### config.mk
export PLATFORM = sky130hd
export DESIGN_NAME = spi_cfg_sequencer
export DESIGN_NICKNAME = d
export VERILOG_FILES = /design/src/rtl/spi_cfg_pkg.sv /design/src/rtl/spi_cfg_sequencer_bit_timer.sv /design/src/rtl/spi_cfg_sequencer.sv
export SDC_FILE = /design/constraint.sdc
export NUM_CORES = 1
export LEC_CHECK = 0
export CORE_UTILIZATION = 55
export CTS_CLUSTER_SIZE = 12
export DETAILED_ROUTE_END_ITERATION = 16
export GPL_TIMING_DRIVEN = 1
export PLACE_DENSITY = 0.75
export REMOVE_ABC_BUFFERS = 1
export SLEW_MARGIN = 20
export SYNTH_ARGS = -nofsm -noshare
export SYNTH_HDL_FRONTEND = slang
export SYNTH_HIERARCHICAL = 1
export SYNTH_SLANG_ARGS = --single-unit
export TNS_END_PERCENT = 100
### constraint.sdc
create_clock -name SCLK -period 7.9 [get_ports SCLK]
set_input_delay 1.58 -clock SCLK [delete_from_list [all_inputs] [get_ports SCLK]]
set_output_delay 1.58 -clock SCLK [all_outputs]
set_load 0.005 [all_outputs]
### src/rtl/spi_cfg_pkg.sv
`default_nettype none
// ============================================================================
// Module      : spi_cfg_pkg
// Description : Shared state encoding, default widths and sizing helpers for
//               the serial configuration sequencer.
// Revision    : 1.0
// ============================================================================
package spi_cfg_pkg;

    typedef enum logic [2:0] {
        ST_PGRST = 3'd0,
        ST_IDLE  = 3'd1,
        ST_GRST  = 3'd2,
        ST_ADDR  = 3'd3,
        ST_DATA  = 3'd4,
        ST_GAP   = 3'd5,
        ST_FIN   = 3'd6
    } state_t;

    localparam int DEF_ADDR_W         = 5;
    localparam int DEF_DATA_W         = 30;
    localparam int DEF_NUM_WORDS      = 4;
    localparam int DEF_DIV            = 128;
    localparam int DEF_GRST_BITS      = 40;
    localparam int DEF_GAP_BITS       = 4;
    localparam int DEF_DATA_MSB_FIRST = 0;

    function automatic int idx_width(input int n);
        return (n <= 2) ? 1 : $clog2(n);
    endfunction

    function automatic int imax(input int a, input int b);
        return (a > b) ? a : b;
    endfunction

endpackage
`default_nettype wire

### src/rtl/spi_cfg_sequencer_bit_timer.sv
`default_nettype none
// ============================================================================
// Module      : spi_bit_timer
// Description : Clock-enable bit divider; flags the last cycle of each bit
//               and produces the registered serial clock.
// Revision    : 1.0
// ============================================================================
module spi_bit_timer #(
    parameter int DIV = 128
) (
    input  logic clk,
    input  logic rst_n,
    input  logic en,
    input  logic sck_en,
    output logic bit_end,
    output logic sck
);
    localparam int CNT_W = $clog2(2 * DIV);
    localparam logic [CNT_W-1:0] C_LAST = CNT_W'(2 * DIV - 1);
    localparam logic [CNT_W-1:0] C_HALF = CNT_W'(DIV);

    logic [CNT_W-1:0] r_cnt;
    logic [CNT_W-1:0] w_cnt_nxt;

    always_comb begin
        w_cnt_nxt = '0;
        if (en && (r_cnt != C_LAST)) begin
            w_cnt_nxt = r_cnt + 1'b1;
        end
    end

    // SCK is decoded from the next count so the flop is high exactly while
    // the count sits in the upper half of the bit.
    always_ff @(posedge clk or negedge rst_n) begin
        if (!rst_n) begin
            r_cnt <= '0;
            sck   <= 1'b0;
        end else begin
            r_cnt <= w_cnt_nxt;
            sck   <= sck_en && (w_cnt_nxt >= C_HALF);
        end
    end

    assign bit_end = en && (r_cnt == C_LAST);

endmodule
`default_nettype wire

### src/rtl/spi_cfg_sequencer.sv
`default_nettype none
// ============================================================================
// Module      : spi_cfg_sequencer
// Description : Table-driven serial configuration sequencer (GRST, slave
//               address, data and idle gap per word).
// Revision    : 1.0
// ============================================================================
module spi_cfg_sequencer
    import spi_cfg_pkg::*;
#(
    parameter int ADDR_W         = DEF_ADDR_W,
    parameter int DATA_W         = DEF_DATA_W,
    parameter int NUM_WORDS      = DEF_NUM_WORDS,
    parameter int DIV            = DEF_DIV,
    parameter int GRST_BITS      = DEF_GRST_BITS,
    parameter int GAP_BITS       = DEF_GAP_BITS,
    parameter int DATA_MSB_FIRST = DEF_DATA_MSB_FIRST
) (
    input  logic                              SCLK,
    input  logic                              RST,
    input  logic                              tbl_we,
    input  logic [idx_width(NUM_WORDS)-1:0]   tbl_addr,
    input  logic [ADDR_W+DATA_W-1:0]          tbl_wdata,
    input  logic [idx_width(NUM_WORDS):0]     num_words,
    input  logic                              start,
    input  logic                              rst_chip,
    output logic                              busy,
    output logic                              done,
    output logic [idx_width(NUM_WORDS)-1:0]   word_idx,
    output logic                              GRST,
    output logic                              REGSEL,
    output logic                              SIN,
    output logic                              SCK_O
);
    localparam int IDX_W = idx_width(NUM_WORDS);
    localparam int ENT_W = ADDR_W + DATA_W;
    localparam int BIT_W = $clog2(imax(imax(GRST_BITS, GAP_BITS), imax(ADDR_W, DATA_W)) + 1);
    localparam int AI_W  = idx_width(ADDR_W);
    localparam int DI_W  = idx_width(DATA_W);
    localparam logic [IDX_W:0] C_NW_MAX = (IDX_W + 1)'(NUM_WORDS);

    state_t             r_state, w_state_nxt;
    logic [BIT_W-1:0]   r_bit, w_bit_nxt;
    logic [IDX_W-1:0]   r_idx, w_idx_nxt;
    logic [IDX_W:0]     r_nw, w_nw_nxt, w_nw_clamp;
    logic [ENT_W-1:0]   r_tbl [NUM_WORDS];
    logic [ENT_W-1:0]   w_entry;
    logic [ADDR_W-1:0]  w_slave;
    logic [DATA_W-1:0]  w_data;
    logic [AI_W-1:0]    w_aidx;
    logic [DI_W-1:0]    w_didx;
    logic               w_we, w_word_end, w_last_word, w_bit_end;
    logic               w_grst_nxt, w_regsel_nxt, w_sin_nxt;

    assign busy     = (r_state != ST_IDLE) && (r_state != ST_FIN);
    assign done     = (r_state == ST_FIN);
    assign word_idx = r_idx;

    assign w_we        = tbl_we && !busy && ({1'b0, tbl_addr} < C_NW_MAX);
    assign w_nw_clamp  = (num_words > C_NW_MAX) ? C_NW_MAX : num_words;
    assign w_last_word = (({1'b0, r_idx} + 1'b1) >= r_nw);

    spi_bit_timer #(
        .DIV (DIV)
    ) u_bit_timer (
        .clk     (SCLK),
        .rst_n   (RST),
        .en      (busy),
        .sck_en  ((r_state == ST_PGRST) || (r_state == ST_GRST) ||
                  (r_state == ST_ADDR)  || (r_state == ST_DATA)),
        .bit_end (w_bit_end),
        .sck     (SCK_O)
    );

    always_comb begin
        w_state_nxt = r_state;
        w_bit_nxt   = r_bit;
        w_idx_nxt   = r_idx;
        w_nw_nxt    = r_nw;
        w_word_end  = 1'b0;
        case (r_state)
            ST_PGRST, ST_GRST: begin
                if (w_bit_end) begin
                    w_bit_nxt = r_bit + 1'b1;
                    if (r_bit == BIT_W'(GRST_BITS - 1)) begin
                        w_bit_nxt = '0;
                        if (r_state == ST_PGRST) w_state_nxt = ST_IDLE;
                        else                     w_state_nxt = (r_nw == '0) ? ST_FIN : ST_ADDR;
                    end
                end
            end
            ST_IDLE: begin
                if (start) begin
                    w_nw_nxt  = w_nw_clamp;
                    w_bit_nxt = '0;
                    w_idx_nxt = '0;
                    if (rst_chip)                w_state_nxt = ST_GRST;
                    else if (w_nw_clamp == '0)   w_state_nxt = ST_FIN;
                    else                         w_state_nxt = ST_ADDR;
                end
            end
            ST_ADDR: begin
                if (w_bit_end) begin
                    w_bit_nxt = r_bit + 1'b1;
                    if (r_bit == BIT_W'(ADDR_W - 1)) begin
                        w_bit_nxt   = '0;
                        w_state_nxt = ST_DATA;
                    end
                end
            end
            ST_DATA: begin
                if (w_bit_end) begin
                    w_bit_nxt = r_bit + 1'b1;
                    if (r_bit == BIT_W'(DATA_W - 1)) begin
                        w_bit_nxt = '0;
                        if (GAP_BITS > 0) w_state_nxt = ST_GAP;
                        else              w_word_end  = 1'b1;
                    end
                end
            end
            ST_GAP: begin
                if (w_bit_end) begin
                    w_bit_nxt = r_bit + 1'b1;
                    if (r_bit == BIT_W'(GAP_BITS - 1)) w_word_end = 1'b1;
                end
            end
            ST_FIN: begin
                w_state_nxt = ST_IDLE;
                w_idx_nxt   = '0;
            end
            default: w_state_nxt = ST_IDLE;
        endcase

        if (w_word_end) begin
            w_bit_nxt = '0;
            if (w_last_word) begin
                w_state_nxt = ST_FIN;
                w_idx_nxt   = '0;
            end else begin
                w_state_nxt = ST_ADDR;
                w_idx_nxt   = r_idx + 1'b1;
            end
        end
    end

    // Forward a same-cycle table write so a run started alongside it
    // shifts the new value from its very first bit.
    always_comb begin
        w_entry      = (w_we && (tbl_addr == w_idx_nxt)) ? tbl_wdata : r_tbl[w_idx_nxt];
        w_slave      = w_entry[ENT_W-1 -: ADDR_W];
        w_data       = w_entry[DATA_W-1:0];
        w_aidx       = AI_W'(ADDR_W - 1) - AI_W'(w_bit_nxt);
        w_didx       = (DATA_MSB_FIRST != 0) ? (DI_W'(DATA_W - 1) - DI_W'(w_bit_nxt)) : DI_W'(w_bit_nxt);
        w_grst_nxt   = (w_state_nxt == ST_PGRST) || (w_state_nxt == ST_GRST);
        w_regsel_nxt = (w_state_nxt == ST_ADDR);
        w_sin_nxt    = 1'b0;
        if (w_state_nxt == ST_ADDR)      w_sin_nxt = w_slave[w_aidx];
        else if (w_state_nxt == ST_DATA) w_sin_nxt = w_data[w_didx];
    end

    always_ff @(posedge SCLK or negedge RST) begin
        if (!RST) r_state <= ST_PGRST;
        else      r_state <= w_state_nxt;
    end

    always_ff @(posedge SCLK or negedge RST) begin
        if (!RST) begin
            r_bit  <= '0;
            r_idx  <= '0;
            r_nw   <= '0;
            GRST   <= 1'b1;
            REGSEL <= 1'b0;
            SIN    <= 1'b0;
        end else begin
            r_bit  <= w_bit_nxt;
            r_idx  <= w_idx_nxt;
            r_nw   <= w_nw_nxt;
            GRST   <= w_grst_nxt;
            REGSEL <= w_regsel_nxt;
            SIN    <= w_sin_nxt;
        end
    end

    always_ff @(posedge SCLK or negedge RST) begin
        if (!RST) begin
            for (int i = 0; i < NUM_WORDS; i++) r_tbl[i] <= '0;
        end else if (w_we) begin
            r_tbl[tbl_addr] <= tbl_wdata;
        end
    end

endmodule
`default_nettype wire
# ---- Word-level counts from Yosys, hierarchy flattened
# Index checks and enable logic that the tools add are counted.
dict set report word_totals {
  word_cells 118
  reg_bits 166
  out_inout_bits 8
}
dict set report op_classes {
  n_mux 46
  eq_ne 23
  bitwise 2
  reduce_logical 20
  n_lt_le_gt_ge 8
  add_sub_neg 5
}
# operator n
set ops {}
lappend ops {{bitwise mux 140 bit} 1}
lappend ops {{two-way mux 35 bit} 4}
lappend ops {{binary-select mux 35 bit (select 2 bit)} 1}
lappend ops {{demux 35 bit (select 2 bit)} 1}
lappend ops {{two-way mux 6 bit} 9}
lappend ops {{two-way mux 3 bit} 14}
lappend ops {{case mux 6 bit (5 select lines)} 1}
lappend ops {{case mux 3 bit (5 select lines)} 1}
lappend ops {{equality test 3 x 2 -> 1 bit, second input constant} 4}
lappend ops {{equality test 3 bit, second input constant} 4}
lappend ops {{logical NOT 3 bit} 4}
lappend ops {{inequality test 3 x 2 -> 1 bit, second input constant} 4}
lappend ops {{adder 8 x 1 -> 8 bit, second input constant} 1}
lappend ops {{equality test 8 bit, second input constant} 1}
lappend ops {{>= comparator 8 bit, second input constant} 1}
lappend ops {{two-way mux 8 bit} 1}
lappend ops {{inequality test 8 bit, second input constant} 1}
lappend ops {{logical AND 1 bit} 7}
lappend ops {{two-way mux 1 bit} 7}
lappend ops {{adder 6 x 1 -> 6 bit, second input constant} 1}
lappend ops {{equality test 6 x 2 -> 1 bit, second input constant} 1}
lappend ops {{equality test 6 x 3 -> 1 bit, second input constant} 1}
lappend ops {{equality test 6 x 5 -> 1 bit, second input constant} 1}
lappend ops {{equality test 6 bit, second input constant} 1}
lappend ops {{24 further kinds} 32}

# ---- Longest topological paths before layout
# Gate-level depths: netlist (run 1).
dict set report logic_depth {
  ltp_word 15
  ltp_mapped 19
}

# ---- By module
# Netlist (run 1), hierarchy kept.
# mod area_per_inst_um2 n_inst cells_per_inst seq_area_each_um2
set modules_own_cells {}
lappend modules_own_cells {spi_cfg_sequencer 8264.2 1 719 3930.0}
lappend modules_own_cells {spi_bit_timer 425.4 1 44 225.2}

# ---- Worst setup path before layout (run 1)
# OpenSTA, ideal clock, no wires.
dict set report synth_timing {
  path_kind {input -> register}
  from {input start}
  to {register SIN}
  path_buffers 2
  setup_slack_ns 3.906
  arrival_ns 3.917
  path_stages 12
  setup_time_ns 0.076
  path_cell_list {nand4bb_1 and3b_1 mux2i_2 buf_2 buf_1 a211oi_1 a311o_1 a22oi_1 o22ai_1 a211oi_1 a2bb2oi_1 o21ai_1}
}
dict set report synth_via {
  elab_chain_len 12
  elab_cells_between_ends 25
}
# element line_no
set synth_lines {}
lappend synth_lines {{start, declared} spi_cfg_sequencer.sv:25} ;# input logic start,
lappend synth_lines {{two-way mux 2 bit} spi_cfg_sequencer.sv:93} ;# if (start) begin
lappend synth_lines {{case mux 2 bit (2 select lines)} spi_cfg_sequencer.sv:81} ;# case (r_state)
lappend synth_lines {{two-way mux 2 bit} spi_cfg_sequencer.sv:134} ;# if (w_word_end) begin
lappend synth_lines {{inverter 2 -> 3 bit (not written as such)} spi_cfg_sequencer.sv:149} ;# w_entry = (w_we && (tbl_addr == w_idx_nxt)) ? tbl_wdata : r_tbl[w_idx_nxt];
lappend synth_lines {{binary-select mux 35 bit (select 2 bit)} spi_cfg_sequencer.sv:149}
lappend synth_lines {{two-way mux 35 bit (not written as such) (2 in a row)} spi_cfg_sequencer.sv:149}
lappend synth_lines {{two-way mux 35 bit} spi_cfg_sequencer.sv:149}
lappend synth_lines {{binary-select mux 1 bit (select 5 bit)} spi_cfg_sequencer.sv:158} ;# else if (w_state_nxt == ST_DATA) w_sin_nxt = w_data[w_didx];
lappend synth_lines {{two-way mux 1 bit (not written as such)} spi_cfg_sequencer.sv:158}
lappend synth_lines {{two-way mux 1 bit} spi_cfg_sequencer.sv:158}
lappend synth_lines {{two-way mux 1 bit (*)} spi_cfg_sequencer.sv:157} ;# if (w_state_nxt == ST_ADDR) w_sin_nxt = w_slave[w_aidx];
lappend synth_lines {{via w_sin_nxt} spi_cfg_sequencer.sv:53} ;# logic w_grst_nxt, w_regsel_nxt, w_sin_nxt;
lappend synth_lines {{end signal, assigned} spi_cfg_sequencer.sv:180} ;# SIN <= w_sin_nxt;
lappend synth_lines {{end, declared} spi_cfg_sequencer.sv:32} ;# output logic SIN,
# Mark *: on every way through the listed nets, which the timed path passes. The rest lies on a longest branch. The select of a mux whose other input is x is not followed.
# A chain may end at the register's enable or synchronous reset.

# ---- Worst setup path after layout (run 1)
dict set report layout_timing {
  from {register r_state[0]}
  to {register SIN}
}
dict set report layout_via {
  elab_chain_len 15
  elab_cells_between_ends 50
}
# element line_no
set layout_lines {}
lappend layout_lines {{start, declared} spi_cfg_sequencer.sv:42} ;# state_t r_state, w_state_nxt;
lappend layout_lines {{start signal, assigned} spi_cfg_sequencer.sv:163} ;# else r_state <= w_state_nxt;
lappend layout_lines {{inequality test 3 x 1 -> 1 bit / inequality test 3 bit (equally long branches)} spi_cfg_sequencer.sv:55} ;# assign busy = (r_state != ST_IDLE) && (r_state != ST_FIN);
lappend layout_lines {{logical AND 1 bit (*)} spi_cfg_sequencer.sv:55}
lappend layout_lines {{logical AND 1 bit (*)} spi_cfg_sequencer_bit_timer.sv:44} ;# assign bit_end = en && (r_cnt == C_LAST);
lappend layout_lines {{via w_bit_end} spi_cfg_sequencer.sv:52} ;# logic w_we, w_word_end, w_last_word, w_bit_end;
lappend layout_lines {{two-way mux 1 bit} spi_cfg_sequencer.sv:122} ;# if (w_bit_end) begin
lappend layout_lines {{two-way mux 1 bit} n/a}
lappend layout_lines {{two-way mux 2 bit} spi_cfg_sequencer.sv:134}
lappend layout_lines {{inverter 2 -> 3 bit (not written as such)} spi_cfg_sequencer.sv:149}
lappend layout_lines {{binary-select mux 35 bit (select 2 bit)} spi_cfg_sequencer.sv:149}
lappend layout_lines {{two-way mux 35 bit (not written as such) (2 in a row)} spi_cfg_sequencer.sv:149}
lappend layout_lines {{two-way mux 35 bit} spi_cfg_sequencer.sv:149}
lappend layout_lines {{binary-select mux 1 bit (select 5 bit)} spi_cfg_sequencer.sv:158}
lappend layout_lines {{two-way mux 1 bit (not written as such)} spi_cfg_sequencer.sv:158}
lappend layout_lines {{two-way mux 1 bit} spi_cfg_sequencer.sv:158}
lappend layout_lines {{two-way mux 1 bit (*)} spi_cfg_sequencer.sv:157}
lappend layout_lines {{via w_sin_nxt} spi_cfg_sequencer.sv:53}
# Marks and branches as above.

==> results of run 1 <==
[power breakdown]
| group | switching, mW | total (mW) | internal, mW |
|---|---|---|---|
| Sequential | 0.206 | 1.40 | 1.20 |
| Clock | 0.336 | 0.818 | 0.482 |
| Combinational | 0.309 | 0.746 | 0.436 |
| Total | 0.851 | 2.97 | 2.12 |
[sequential cells by signal, summed over array words and instances, names as in the netlist]
| register | flops |
|---|---|
| SIN | 1 |
| REGSEL | 1 |
| r_tbl | 140 |
| word_idx | 2 |
| GRST | 1 |
| u_bit_timer/r_cnt | 8 |
| r_state | 3 |
| r_nw | 3 |
| u_bit_timer/sck | 1 |
| r_bit | 6 |
[stage by stage]
| stage | utilization, % | area [um^2] | total power [mW] |
|---|---|---|---|
| floorplan | - | 8419 | 1.916 |
| global placement | 60.64 | 9286 | 2.090 |
| detailed placement | 60.64 | 9286 | 2.153 |
| CTS | 64.45 | 9871 | 2.977 |
| global route | 64.48 | 9874 | 3.136 |
| finish | 64.48 | 9874 | 2.967 |
[worst paths after layout]
path / end / cells past startpoint / slack, ns / startpoint
setup reg to reg: SIN / 16 / 2.41 / r_state[0]
setup / recovery: SIN / 16 / 2.41 / r_state[0]
hold reg to reg: r_tbl[56] / 1 / 0.50 / r_tbl[56]
max in group asynchronous: u_bit_timer/r_cnt[2] / 2 / 5.45 / RST
hold / removal: r_tbl[56] / 1 / 0.50 / r_tbl[56]
min in group asynchronous: u_bit_timer/r_cnt[5] / 1 / 1.19 / RST
[cell usage after synthesis, drive strengths merged, types with 3 or more instances]
cell type	n	area, um^2
dfrtp	165	4129
mux2	144	1629
nand2	81	306.6
mux2i	45	454.2
a21oi	35	175.2
buf	25	180.2
clkbuf	24	90.09
a211oi	22	165.2
and2	22	137.6
o21ai	22	110.1
nor2	21	86.33
inv	15	56.30
nand3	12	60.06
a311oi	11	96.34
a311o	10	100.1
ha	9	112.6
nand2b	8	50.05
nor3	7	35.03
a31oi	5	31.28
o22ai	5	31.28
or3	5	31.28
a21o	4	30.03
a221oi	4	35.03
a22oi	4	30.03
nor2b	4	25.02
a32o	3	30.03
and3b	3	26.28
nand4	3	18.77
nor4	3	33.78
o211ai	3	22.52
or4	3	26.27
xnor2	3	33.79
[per-layer routing]
metal / track usage, % / part of all wire (%)
met1: 33.21 / 45
met2: 42.46 / 49
met3: 4.967 / 4.3
met4: 7.128 / 1.2
met5: 0 / 0
[cell type report]
cell class                 instances  area (um^2)  area share [%]
multi-input combinational        532         4217           42.70
inverter                          16        61.31          0.6209
sequential                       166         4155           42.08
clock inverter                    11        123.9           1.254
timing repair buffer              61        593.1           6.006
tap                              211        264.0           2.674
clock buffer                      21        460.4           4.663
[logic make-up after synthesis]
kind of cell               synth area share (%)
DFF                                       47.82
buffers and inverters                     3.816
muxes                                     24.23
and+or+nand+nor                           10.68
xor gates and xnor gates                 0.5905
AOI/OAI and AO/OA                         11.56
adders and majority gates                 1.296
==> results_dict.tcl, run 1 <==
set metrics [dict create \
    synth_seq_area_share_pct 47.82 \
    root_buffer "clkbuf_16" \
    rsz0062_at_grt "no" \
    arrival_ns 5.79 \
    slew_headroom_pct 34.73 \
    antenna_found_initial 0 \
    drtIter0Drc 551 \
    cts-resized-gates 0 \
    hp-class "reg2reg" \
    insertion_delay_ns 0.43 \
    h-tree-depth 4 \
    rows 45 \
    critical_path_class "reg2reg" \
    wl_per_cell_um 19.01 \
    tightest_slew_ns 0.9768 \
    critPathRequiredTime_ns 8.20 \
    vdd_ir_drop_max_mv 0.1955 \
    status "finished clean" \
    stdcell_count 1018 \
    diodes 0 \
    post-place-ws_ns 2.320 \
    synth-edff-count 0 \
    drc 0 \
    cp_num_buf_inv 2 \
    start_kind "register" \
    fillers 1230 \
    dieArea_mm2 0.01631 \
    gr-total-overflow 0 \
    clkTransAtPathRegs_ns 0.06 \
    finClkSkew_ns 0.01027 \
    pin_count 53 \
    tns_ns 0 \
    synth_cell_type_count 70 \
    synth_cells 763 \
    grt_pass1_vias 6377 \
    layout_commonest_cell "dfrtp_1" \
    cts_inserted_buffers 17 \
    firstDrtPassIters 6 \
    grt_max_degree 87 \
    port_buffers 52 \
    cp_max_fo 64 \
    hpwlAfterDp_um 12350 \
    core_area_mm2 0.01531 \
    cp_slowest_cell "nor2_4" \
    ys_async_sr_fraction_pct 100.0 \
    gp_congestion 0.9189 \
    end_kind "register" \
    fp.dieW_um 127.7 \
    syn_to_final_growth_pct 13.64 \
    grt_usage_pct 25.18 \
    cts_setup_buffers 0 \
    crit_chain "and3b_1 -> nor2_1 -> inv_1 -> nor3_1 -> buf_4 -> nand2_1 -> nor4_4 -> mux2_4 -> mux2i_1 -> nor2_4 -> a311o_1 -> nand3_1 -> and3_1 -> or4_1 -> a2bb2oi_1 -> o21ai_1" \
    ys_warn_count 6 \
    fp.dieH_um 127.7 \
    synth-main-ff-cell "dfrtp_1" \
    final.period_utilization_pct 69.50 \
    period_minus_slack_ns 5.490 \
    setup_viol_count_final 0 \
    syn_area_mm2 0.008690 \
    syn_avg_cell_area_um2 11.39 \
    fmax_mhz 182.1 \
    hold_viol_final 0 \
    place_inst 986 \
    slew_viol_final 0 \
    holdBufCountCts 0 \
    ys_ff_latch 166 \
    p_leak_nw 4.304 \
    cts_buffer_depth 2 \
    wl_um 19350 \
    final_net_count 848 \
    max_stage_delay_ns 0.79 \
    vias 6214 \
    whs_ns 0.5001 \
    crit_family "simple AND/OR/NAND/NOR gates" \
    cts_tree "built" \
    vias_per_cell 6.104 \
    final_cell_mix "dfrtp_1 (165), mux2_2 (142), nand2_1 (80)" \
    powerDensity_mw_per_mm2 300.4 \
    postRouteAntennaNets 0 \
    cts_sinks 166 \
    grt_pass1_wl_um 32100 \
    drv_cap 0 \
    start_util_pct 56.74 \
    worst_slack_ns 2.410 \
    drive_above_1_share_pct 24.16 \
]
Note: power is estimated with default switching activity, not from simulation.
==> run 2: changes to the inputs <==
==> constraint.sdc (replaced) <==
create_clock -name SCLK -period 5.2 [get_ports SCLK]
set_input_delay 1.04 -clock SCLK [delete_from_list [all_inputs] [get_ports SCLK]]
set_output_delay 1.04 -clock SCLK [all_outputs]
set_load 0.005 [all_outputs]
==> run 2 against run 1 <==
  * Cell area rose by 0.84%
  * Total power increased by 53%
  * Wire length up 1.5%
  * Global-route usage increased by 0.70 points
  * Clock power increased by 54%
  * Non-clock buffer count increased by 8
  * Count of clock-buffer cells in the layout is 4 lower
  * Setup slack got worse by 2.1 ns
  * Flip-flop and latch count unchanged
  * First-iteration DRC count fell by 21%
  * Combinational power increased by 51%
  * Maximum frequency is 13% higher
  * Critical endpoint unchanged
==> results_dict.tcl, run 2 (synthesized netlist as in run 1, its figures left out) <==
set metrics [dict create \
    status "finished clean" \
    antenna_found_initial 0 \
    p_sw_share_pct 29.31 \
    power.switching_mw 1.328 \
    arrival_ns 5.19 \
    start_kind "register" \
    period_minus_slack_ns 4.841 \
    p_total_mw 4.533 \
    critPathRequiredTime_ns 5.55 \
    rsz0062_at_grt "no" \
    layout_commonest_cell "dfrtp_1" \
    hp-class "reg2reg" \
    vias 6351 \
    postRouteAntennaNets 0 \
    grt_usage_pct 25.88 \
    cts_setup_buffers 0 \
    fmax_mhz 206.6 \
    core_area_mm2 0.01531 \
    insertion_delay_ns 0.42 \
    cp_max_fo 21 \
    p_leak_nw 4.355 \
    grt_max_degree 87 \
    drv_cap 0 \
    setup_viol_count_final 0 \
    port_buffers 52 \
    final_net_count 857 \
    end_kind "register" \
    drtIter0Drc 435 \
    vias_per_cell 6.190 \
    drc 0 \
    internal-power_mw 3.204 \
    grt_pass1_wl_um 32860 \
    grt_pass1_vias 6386 \
    powerDensity_mw_per_mm2 455.2 \
    slew_viol_final 0 \
    biggestRegsByFlops "r_tbl x140, u_bit_timer/r_cnt x8, r_bit x6" \
    regMostFlops "r_tbl" \
    tns_ns 0 \
    h-tree-depth 4 \
    clkTransAtPathRegs_ns 0.06 \
    syn_to_final_growth_pct 14.59 \
    pin_count 53 \
    gp_congestion 0.8638 \
    cts-resized-gates 0 \
    cts_inserted_buffers 17 \
    hold_viol_final 0 \
    largest_register_ffs 140 \
    final.period_utilization_pct 93.09 \
    cts_sinks 166 \
    gr-total-overflow 0 \
    diodes 0 \
    power_frac_clock_pct 27.9 \
    cts_tree "built" \
    wl_met1_um 8637 \
    highest_layer "met4" \
    hpwlAfterDp_um 12610 \
    rows 45 \
    fp.dieH_um 127.7 \
    vdd_ir_drop_max_mv 0.3389 \
    holdBufCountCts 0 \
    wl_per_cell_um 19.14 \
    fp.dieW_um 127.7 \
    drive_above_1_share_pct 25.15 \
    slew_headroom_pct 47.43 \
    final_cell_mix "dfrtp_1 (165), mux2_2 (142), nand2_1 (80)" \
    wl_um 19640 \
    tightest_slew_ns 0.7885 \
    route.met2.wl_um 9670 \
    dieArea_mm2 0.01631 \
    cts_buffer_depth 2 \
    p_comb_share_pct 24.9 \
    p_seq_share_pct 47.2 \
    critical_path_class "reg2reg" \
    finClkSkew_ns 0.009129 \
    root_buffer "clkbuf_16" \
    firstDrtPassIters 5 \
    met3_length_um 986 \
    start_util_pct 56.74 \
]
-- run 2: cell count changes in the layout (fill, tap and decap cells not counted), moves of 2 or more --
| cell | before | now |
|---|---|---|
| buf_4 | 8 | 16 |
| clkbuf_1 | 2 | 0 |
| clkbuf_8 | 2 | 0 |
| clkinv_2 | 4 | 2 |
| inv_6 | 1 | 5 |
| inv_8 | 0 | 3 |
-- run 2: critical path, stage by stage (launching register included) --
cell      delay [ns]
dfrtp_1         0.60
and3b_1         0.27
nor2_1          0.20
inv_1           0.16
nor3_1          0.31
nand2_1         0.17
nor4_4          0.46
mux2_4          0.46
mux2i_1         0.49
or2_1           0.30
buf_4           0.29
mux2i_1         0.11
o211ai_1        0.21
a211oi_1        0.08
nor4_1          0.38
o22ai_1         0.14
o21ai_1         0.13
-- run 2: power by group through the flow --
stage          Sequential (mW)  Combinational, mW  Clock, mW
2_1_floorplan             2.05              0.864          0
3_3_place_gp              2.11               1.07          0
3_5_place_dp              2.14               1.13          0
4_1_cts                   2.13               1.14       1.29
5_1_grt                   2.19               1.26       1.34
6_report                  2.14               1.13       1.26
-- run 2: metrics by stage --
stage | setup slack [ns] | utilization [%] | cells | cell area (um^2) | hold WS [ns]
after floorplan | -1.662 | - | 714 | 8419 | 0.4707
after detailed placement | 0.4485 | 61.11 | 994 | 9359 | 0.4856
after global routing | 0.02409 | 65.02 | 1026 | 9957 | 0.5116
final | 0.3593 | 65.02 | 1026 | 9957 | 0.5007
after CTS | 0.4328 | 64.98 | 1025 | 9951 | 0.5005
after global placement | 0.6250 | 61.11 | 994 | 9359 | 0.4799
-- run 2: worst paths after layout --
kind / startpoint / endpoint / slack (ns) / cells past startpoint
worst max-delay path: r_state[0] / SIN / 0.36 / 16
worst min-delay path: r_tbl[57] / r_tbl[57] / 0.50 / 1
worst max register to register: r_state[0] / SIN / 0.36 / 16
worst min register to register: r_tbl[57] / r_tbl[57] / 0.50 / 1
max in group asynchronous: RST / r_tbl[137] / 3.49 / 2
min in group asynchronous: RST / u_bit_timer/r_cnt[6] / 0.64 / 1
-- run 2: layout make-up --
cell class,instances,area (um^2)
fillers,1196,5358
multi-input cells,533,4223
flip-flops and latches,166,4155
repair buffers,69,661.9
clock buffers,17,425.4
well taps,211,264.0
clock inverters,14,166.4
inverters,16,61.31
-- run 2: routing by layer --
layer / vias up / track usage, %
li1: 2898 / -
met1: 3218 / 34.74
met2: 204 / 42.78
met3: 31 / 4.674
met4: 0 / 8.374
met5: - / 0
